--- src/rtl/pipeline_hazard_ctrl.sv ---
// Hazard/stall/flush controller for a 5-stage MIPS-style pipeline.
// Define HAZARD_FORWARDING_EN for load-use-only stalls; otherwise all RAW hazards against EX/MEM stall.
module pipeline_hazard_ctrl #(
  parameter int CNT_W = 16
) (
  input  logic             clk,
  input  logic             rst_n,
  input  logic [4:0]       id_rs,
  input  logic [4:0]       id_rt,
  input  logic             id_uses_rt,
  input  logic             id_jump,
  input  logic             ex_memread,
  input  logic             ex_regwrite,
  input  logic [4:0]       ex_rd,
  input  logic             mem_regwrite,
  input  logic [4:0]       mem_rd,
  input  logic             ex_branch_taken,
  output logic             pc_write,
  output logic             if_id_write,
  output logic             if_id_flush,
  output logic             id_ex_bubble,
  output logic [CNT_W-1:0] stall_cnt,
  output logic [CNT_W-1:0] flush_cnt
);

  typedef enum logic [1:0] {RUN, STALL, FLUSH} state_t;

  localparam logic [CNT_W-1:0] CNT_ONE = {{(CNT_W-1){1'b0}}, 1'b1};
  localparam logic [CNT_W-1:0] CNT_MAX = {CNT_W{1'b1}};

  state_t     state, state_next;
  logic [1:0] rem, rem_next;
  logic       haz_ex, haz_mem;
  logic       stall_need, stall_two;

  // Register 0 is hardwired to zero, so a write to it never creates a dependency.
  assign haz_ex  = ex_regwrite && (ex_rd != 5'd0) &&
                   ((ex_rd == id_rs) || (id_uses_rt && (ex_rd == id_rt)));
  assign haz_mem = mem_regwrite && (mem_rd != 5'd0) &&
                   ((mem_rd == id_rs) || (id_uses_rt && (mem_rd == id_rt)));

`ifdef HAZARD_FORWARDING_EN
  logic unused_haz_mem;
  assign unused_haz_mem = haz_mem;
  assign stall_need     = ex_memread && haz_ex;
  assign stall_two      = 1'b0;
`else
  logic unused_memread;
  assign unused_memread = ex_memread;
  assign stall_need     = haz_ex || haz_mem;
  assign stall_two      = haz_ex;
`endif

  always_comb begin
    pc_write     = 1'b1;
    if_id_write  = 1'b1;
    if_id_flush  = 1'b0;
    id_ex_bubble = 1'b0;
    state_next   = RUN;
    rem_next     = 2'd0;
    if (!rst_n) begin
      state_next = RUN;
    end else if (ex_branch_taken) begin
      if_id_flush  = 1'b1;
      id_ex_bubble = 1'b1;
      state_next   = FLUSH;
    end else begin
      unique case (state)
        RUN: begin
          if (stall_need) begin
            pc_write     = 1'b0;
            if_id_write  = 1'b0;
            id_ex_bubble = 1'b1;
            if (stall_two) begin
              state_next = STALL;
              rem_next   = 2'd1;
            end
          end else if (id_jump) begin
            if_id_flush = 1'b1;
          end
        end
        STALL: begin
          pc_write     = 1'b0;
          if_id_write  = 1'b0;
          id_ex_bubble = 1'b1;
          if (rem > 2'd1) begin
            state_next = STALL;
            rem_next   = rem - 2'd1;
          end
        end
        FLUSH: begin
          // ID holds the NOP inserted by the flush; nothing to check this cycle.
          state_next = RUN;
        end
        default: state_next = RUN;
      endcase
    end
  end

  always_ff @(posedge clk or negedge rst_n) begin
    if (!rst_n) begin
      state     <= RUN;
      rem       <= 2'd0;
      stall_cnt <= '0;
      flush_cnt <= '0;
    end else begin
      state <= state_next;
      rem   <= rem_next;
      if (!pc_write && (stall_cnt != CNT_MAX)) stall_cnt <= stall_cnt + CNT_ONE;
      if (if_id_flush && (flush_cnt != CNT_MAX)) flush_cnt <= flush_cnt + CNT_ONE;
    end
  end

endmodule
--- config.mk ---
export PLATFORM = sky130hd
export DESIGN_NAME = pipeline_hazard_ctrl
export DESIGN_NICKNAME = d
export VERILOG_FILES = /design/src/rtl/pipeline_hazard_ctrl.sv
export SDC_FILE = /design/constraint.sdc
export NUM_CORES = 1
export LEC_CHECK = 0
export ABC_AREA = 1
export CORE_ASPECT_RATIO = 2
export CORE_MARGIN = 2
export CORE_UTILIZATION = 54
export DETAILED_ROUTE_END_ITERATION = 12
export PLACE_DENSITY = 0.91
export SKIP_LAST_GASP = 1
export SLEW_MARGIN = 20
export SYNTH_ARGS = -nofsm -noshare
export SYNTH_HDL_FRONTEND = slang
export SYNTH_SLANG_ARGS = --single-unit
--- constraint.sdc ---
create_clock -name clk -period 3.5 [get_ports clk]
set_input_delay 0.35 -clock clk [delete_from_list [all_inputs] [get_ports clk]]
set_output_delay 0.35 -clock clk [all_outputs]
set_load 0.005 [all_outputs]
# --- Yosys cells after proc, flatten, opt, wreduce, memory -nomap -nowiden ---
# Cells that the tools add are included.
op_classes:
  n_lt_le_gt_ge: 1
  addsub: 3
  eq_ne: 7
  muxes: 23
  reduce_logical: 15
op_table:
  columns: ["cell", "count"]
  rows:
  - ["16-bit by 1-bit adder with 16-bit output, second input constant", 2]
  - ["16-bit inequality test, second input constant", 2]
  - ["5-bit == test", 4]
  - ["1-bit 2-to-1 mux", 14]
  - ["2-bit 2-to-1 mux", 5]
  - ["5-bit nonzero test", 2]
  - ["1-bit logical AND", 8]
  - ["2-bit one-hot mux with 2 select lines", 2]
  - ["1-bit one-hot mux with 2 select lines", 2]
  - ["1-bit logical OR", 3]
  - ["2-bit by 1-bit == test with 1-bit output, second input constant", 1]
  - ["2-bit by 1-bit greater-than comparator with 1-bit output, second input constant", 1]
  - ["2-bit zero test", 1]
  - ["2-bit by 1-bit subtractor with 2-bit output, second input constant", 1]
  - ["1-bit zero test", 1]
totals:
  reg_bits: 36
  out_inout_bits: 36
  input_bits: 28

# --- Logic depth before layout (Yosys ltp) ---
logic_depth:
  word_depth: 11
  ltp_mapped: 13
  mapped_depth_nobuf: 12

# --- Worst setup path before layout ---
# No wires, ideal clock.
synth_path:
  path_kind: "input port to output port"
  from: "input id_rt[3]"
  to: "output pc_write"
  stages: 13
  setup_slack_ns: 1.768
  arrival_ns: 1.382
  path_buffers: 2
  path_cell_list: "inv_1 > nand2_1 > nand2_1 > nor2_1 > nand3_1 > nand2_1 > nand2_1 > nand2_2 > nand2_1 > nand2_2 > buf_6 > nand2_1 > buf_4"
synth_via:
  elab_chain_len: 9
  word_cells_on_any_way: 13
  cone_classes: "2 x eq/ne; 4 x mux; 7 x reduce/logical"
synth_lines:
  columns: ["element", "line", "rtl"]
  rows:
  - ["from (decl)", "9", "input logic [4:0] id_rt,"]
  - ["5-bit == test, on equally long branches", "38, 40", null]
  - ["1-bit logical AND, on equally long branches", "38, 40", null]
  - ["1-bit logical OR, on equally long branches", "38, 40", null]
  - ["1-bit logical AND, on equally long branches", "37, 39", null]
  - ["1-bit logical OR *", "50", "assign stall_need = haz_ex || haz_mem;"]
  - ["1-bit 2-to-1 mux *", null, null]
  - ["1-bit one-hot mux with 2 select lines *", null, null]
  - ["1-bit 2-to-1 mux * (2 in series)", null, null]
  - ["to (decl)", "18", "output logic pc_write,"]
# Mark *: on every way between the ends. The rest lies on a longest branch, timed or not.

# --- Worst setup path after layout ---
layout_path:
  from: "input ex_rd[4]"
  to: "output id_ex_bubble"
layout_via:
  elab_chain_len: 9
  word_cells_on_any_way: 12
  cone_classes: "2 x eq/ne; 4 x mux; 6 x reduce/logical"
layout_lines:
  columns: ["element", "line", "rtl"]
  rows:
  - ["from (decl)", "14", "input logic [4:0] ex_rd,"]
  - ["5-bit == test", "38", "((ex_rd == id_rs) || (id_uses_rt && (ex_rd == id_rt)));"]
  - ["1-bit logical AND", "38", null]
  - ["1-bit logical OR", "38", null]
  - ["1-bit logical AND *", "37", "assign haz_ex = ex_regwrite && (ex_rd != 5'd0) &&"]
  - ["1-bit logical OR *", "50", null]
  - ["1-bit 2-to-1 mux *", "70", "if (stall_need) begin"]
  - ["1-bit one-hot mux with 2 select lines *", "68", "unique case (state)"]
  - ["1-bit 2-to-1 mux *", "63", "end else if (ex_branch_taken) begin"]
  - ["1-bit 2-to-1 mux *", "61", "if (!rst_n) begin"]
  - ["to (decl)", "21", "output logic id_ex_bubble,"]
# Marks and branches as above.

==> flow_summary.toml <==
[run_status]
outcome = "finished clean"

[cells_and_area]
fillCellCount = 373
syn2layout_area_growth_pct = 28.9
antenna_cells = 0
final_cell_mix = "nand2_1 (148), clkdlybuf4s50_1 (61), nand3_1 (36), dfrtp_1 (36), inv_1 (33)"
layout-drive-gt1-share = 0.0680
layout.nets = 470
final_common_cell = "nand2_1"

[clock_network]
cts_tree = "yes"
hold_buffers = 1
clk_pin_slew_worst_paths_ps = 60
post_cts_buffers = 0
clock_sinks = 36
ctsHtreeMaxLevel = 2
root_buffer = "clkbuf_8"
clk_latency_ps = 290
clk_path_buf_depth = 2
cts_made_buffers = 5
cts_resized = 0

[worst_setup_path]
worst_setup_path_start_kind = "primary input"
worst-setup-path-type = "primary input to output port"
path_delay_family = "buffers and inverters"
cp_common_cell = "nand2_1"
worstPathCellList = "clkdlybuf4s50_1, inv_1, nand2_1, nand2_1, nor2_1, nand3_1, nand2_1, nand2_1, nand2_2, nand2_1, nand2_2, nand2_1, nand2_1, clkdlybuf4s50_1"
critPathRequiredTime_ps = 3150
arrival_ps = 2570
path_max_fanout = 18
cp-end-kind = "output port"
critPathBufInv = 3
slowest_stage = "clkdlybuf4s50_1"
crit_path_max_incr_delay_ps = 570

[global_route]
antenna_found_initial = 0
grt.total_usage = 0.263
overflow = 0
first_global_vias = 2593
grt_max_degree = 36
grt_pass1_wl_mm = 10.7

[floorplanning]
fp-row-count = 35
dieArea_um2 = 5350
dieWidth_um = 52.7
core_um2 = 4600
die_y_um = 101
start_util = 0.558
ioPinCount = 64

[drt]
post_drt_wl_per_cell_um = 12.9
vias = 2623
routed_wl_mm = 6.40
dr.pass1.iters = 4
drt-initial-drc-count = 86
vias_per_cell = 5.29
antenna_left = 0
drc = 0

[timing]
hold_violations = 0
worst_pin_slew_ps = 565
clock_skew_ps = 6.92
grt_setup_unrepaired = "false"
slew_viol_final = 0
period_needed_ps = 2920
setup_tns_ps = 0
fmax_ghz = 0.342
setup_viol = 0
period_share = 0.834
slew_headroom = 0.620

[logic_synthesis]
ys_ff_latch = 36
synth_top_area_frac = 0.351
yosys_warnings = 0
synth_cells = 376
synth_nets = 406
synthDistinctLibCells = 26
yosysTopAreaCell = "dfrtp_1"
syn_area_per_cell_um2 = 6.83
synthTopCellsByArea = "dfrtp_1 (35%), nand2_1 (22%), nand3_1 (7.0%)"
synth_area_um2 = 2570
yosysSeqAreaShare = 0.351

[power_and_ir_drop]
cellLeakagePower_nw = 1.65
ir_drop_mv = 0.293
powerDensity_nw_per_um2 = 314
p_total_w = 0.00104

[place]
port_buffers = 62
place.detailed.hpwl_mm = 4.88
place_congestion = 0.918

[flow_run]
cap_violations = 0

[min_path]
hp-class = "primary input to async pin"
cell type report:
cell class	count	area [um2]	share of cell area
repair buffers	66	648	0.196
multi-input cells	291	1450	0.438
clock buffers	8	90.1	0.0272
well taps	55	68.8	0.0208
inverters	40	150	0.0454
flip-flops and latches	36	901	0.272
final timing paths:
check,cells after the start,slack [ps],from,end
max in group asynchronous,3,2430,rst_n,flush_cnt[11]
min reg2reg,1,470,rem[0],rem[0]
min,2,400,rst_n,state[1]
min in group clk,1,470,rem[0],rem[0]
max reg2reg,9,1330,stall_cnt[0],stall_cnt[14]
max,14,580,ex_rd[4],id_ex_bubble
routing by layer:
metal,global-route usage,wire length [um],vias to the layer above
met5,0,0,-
met3,0.0383,235,18
met4,0.134,233,0
met2,0.488,3580,84
met1,0.270,2360,1200
li1,-,-,1321
metrics by stage:
step	instances	util	hold slack, ps	worst slack (ps)	instance area (um2)
5_1_grt	496	0.719	423	366	3310
4_1_cts	496	0.719	404	599	3310
2_1_floorplan	376	-	54.4	1770	2570
3_5_place_dp	487	0.697	180	605	3210
6_report	496	0.719	405	580	3310
3_3_place_gp	487	0.697	179	656	3210
logic make-up (layout without fill, tap and decap cells):
kind of cell	Yosys count	after routing	share of synthesized area
compound gates	5	5	0.0161
flops	36	36	0.351
simple gates	255	255	0.440
buf+inv	49	114	0.0844
fa+ha+maj	2	2	0.00975
xor+xnor	29	29	0.0990
where the power goes:
group          internal (W)  total [W]  leakage, nW  switching, W
sequential         0.000444   0.000485        0.495     0.0000405
clock              0.000161   0.000308       0.0455      0.000147
combinational      0.000129   0.000246         1.11      0.000117
total              0.000734    0.00104         1.65      0.000305
cells in the mapped netlist:
| master | number |
|---|---|
| nor2_2 | 3 |
| a21boi_0 | 2 |
| buf_6 | 3 |
| nor2_1 | 30 |
| ha_1 | 2 |
| buf_4 | 2 |
| nand4_1 | 20 |
| xnor2_1 | 13 |
| nand4_2 | 1 |
| nand2_4 | 1 |
| buf_2 | 2 |
| nand4_4 | 1 |
| dfrtp_1 | 36 |
| nor4_1 | 1 |
| inv_2 | 7 |
| xor2_1 | 16 |
| inv_1 | 33 |
| nand2_1 | 148 |
| o21ai_4 | 1 |
| nand2_2 | 4 |
| nor3_2 | 1 |
| clkbuf_1 | 2 |
| nand3_2 | 1 |
| nand3_1 | 36 |
| o21ai_1 | 2 |
| nor3_1 | 8 |
flip-flops by register name (all words and copies together) (netlist names):
name	cells
flush_cnt	16
state	2
stall_cnt	16
rem	2
No activity file was read; power rests on OpenSTA's default activity.
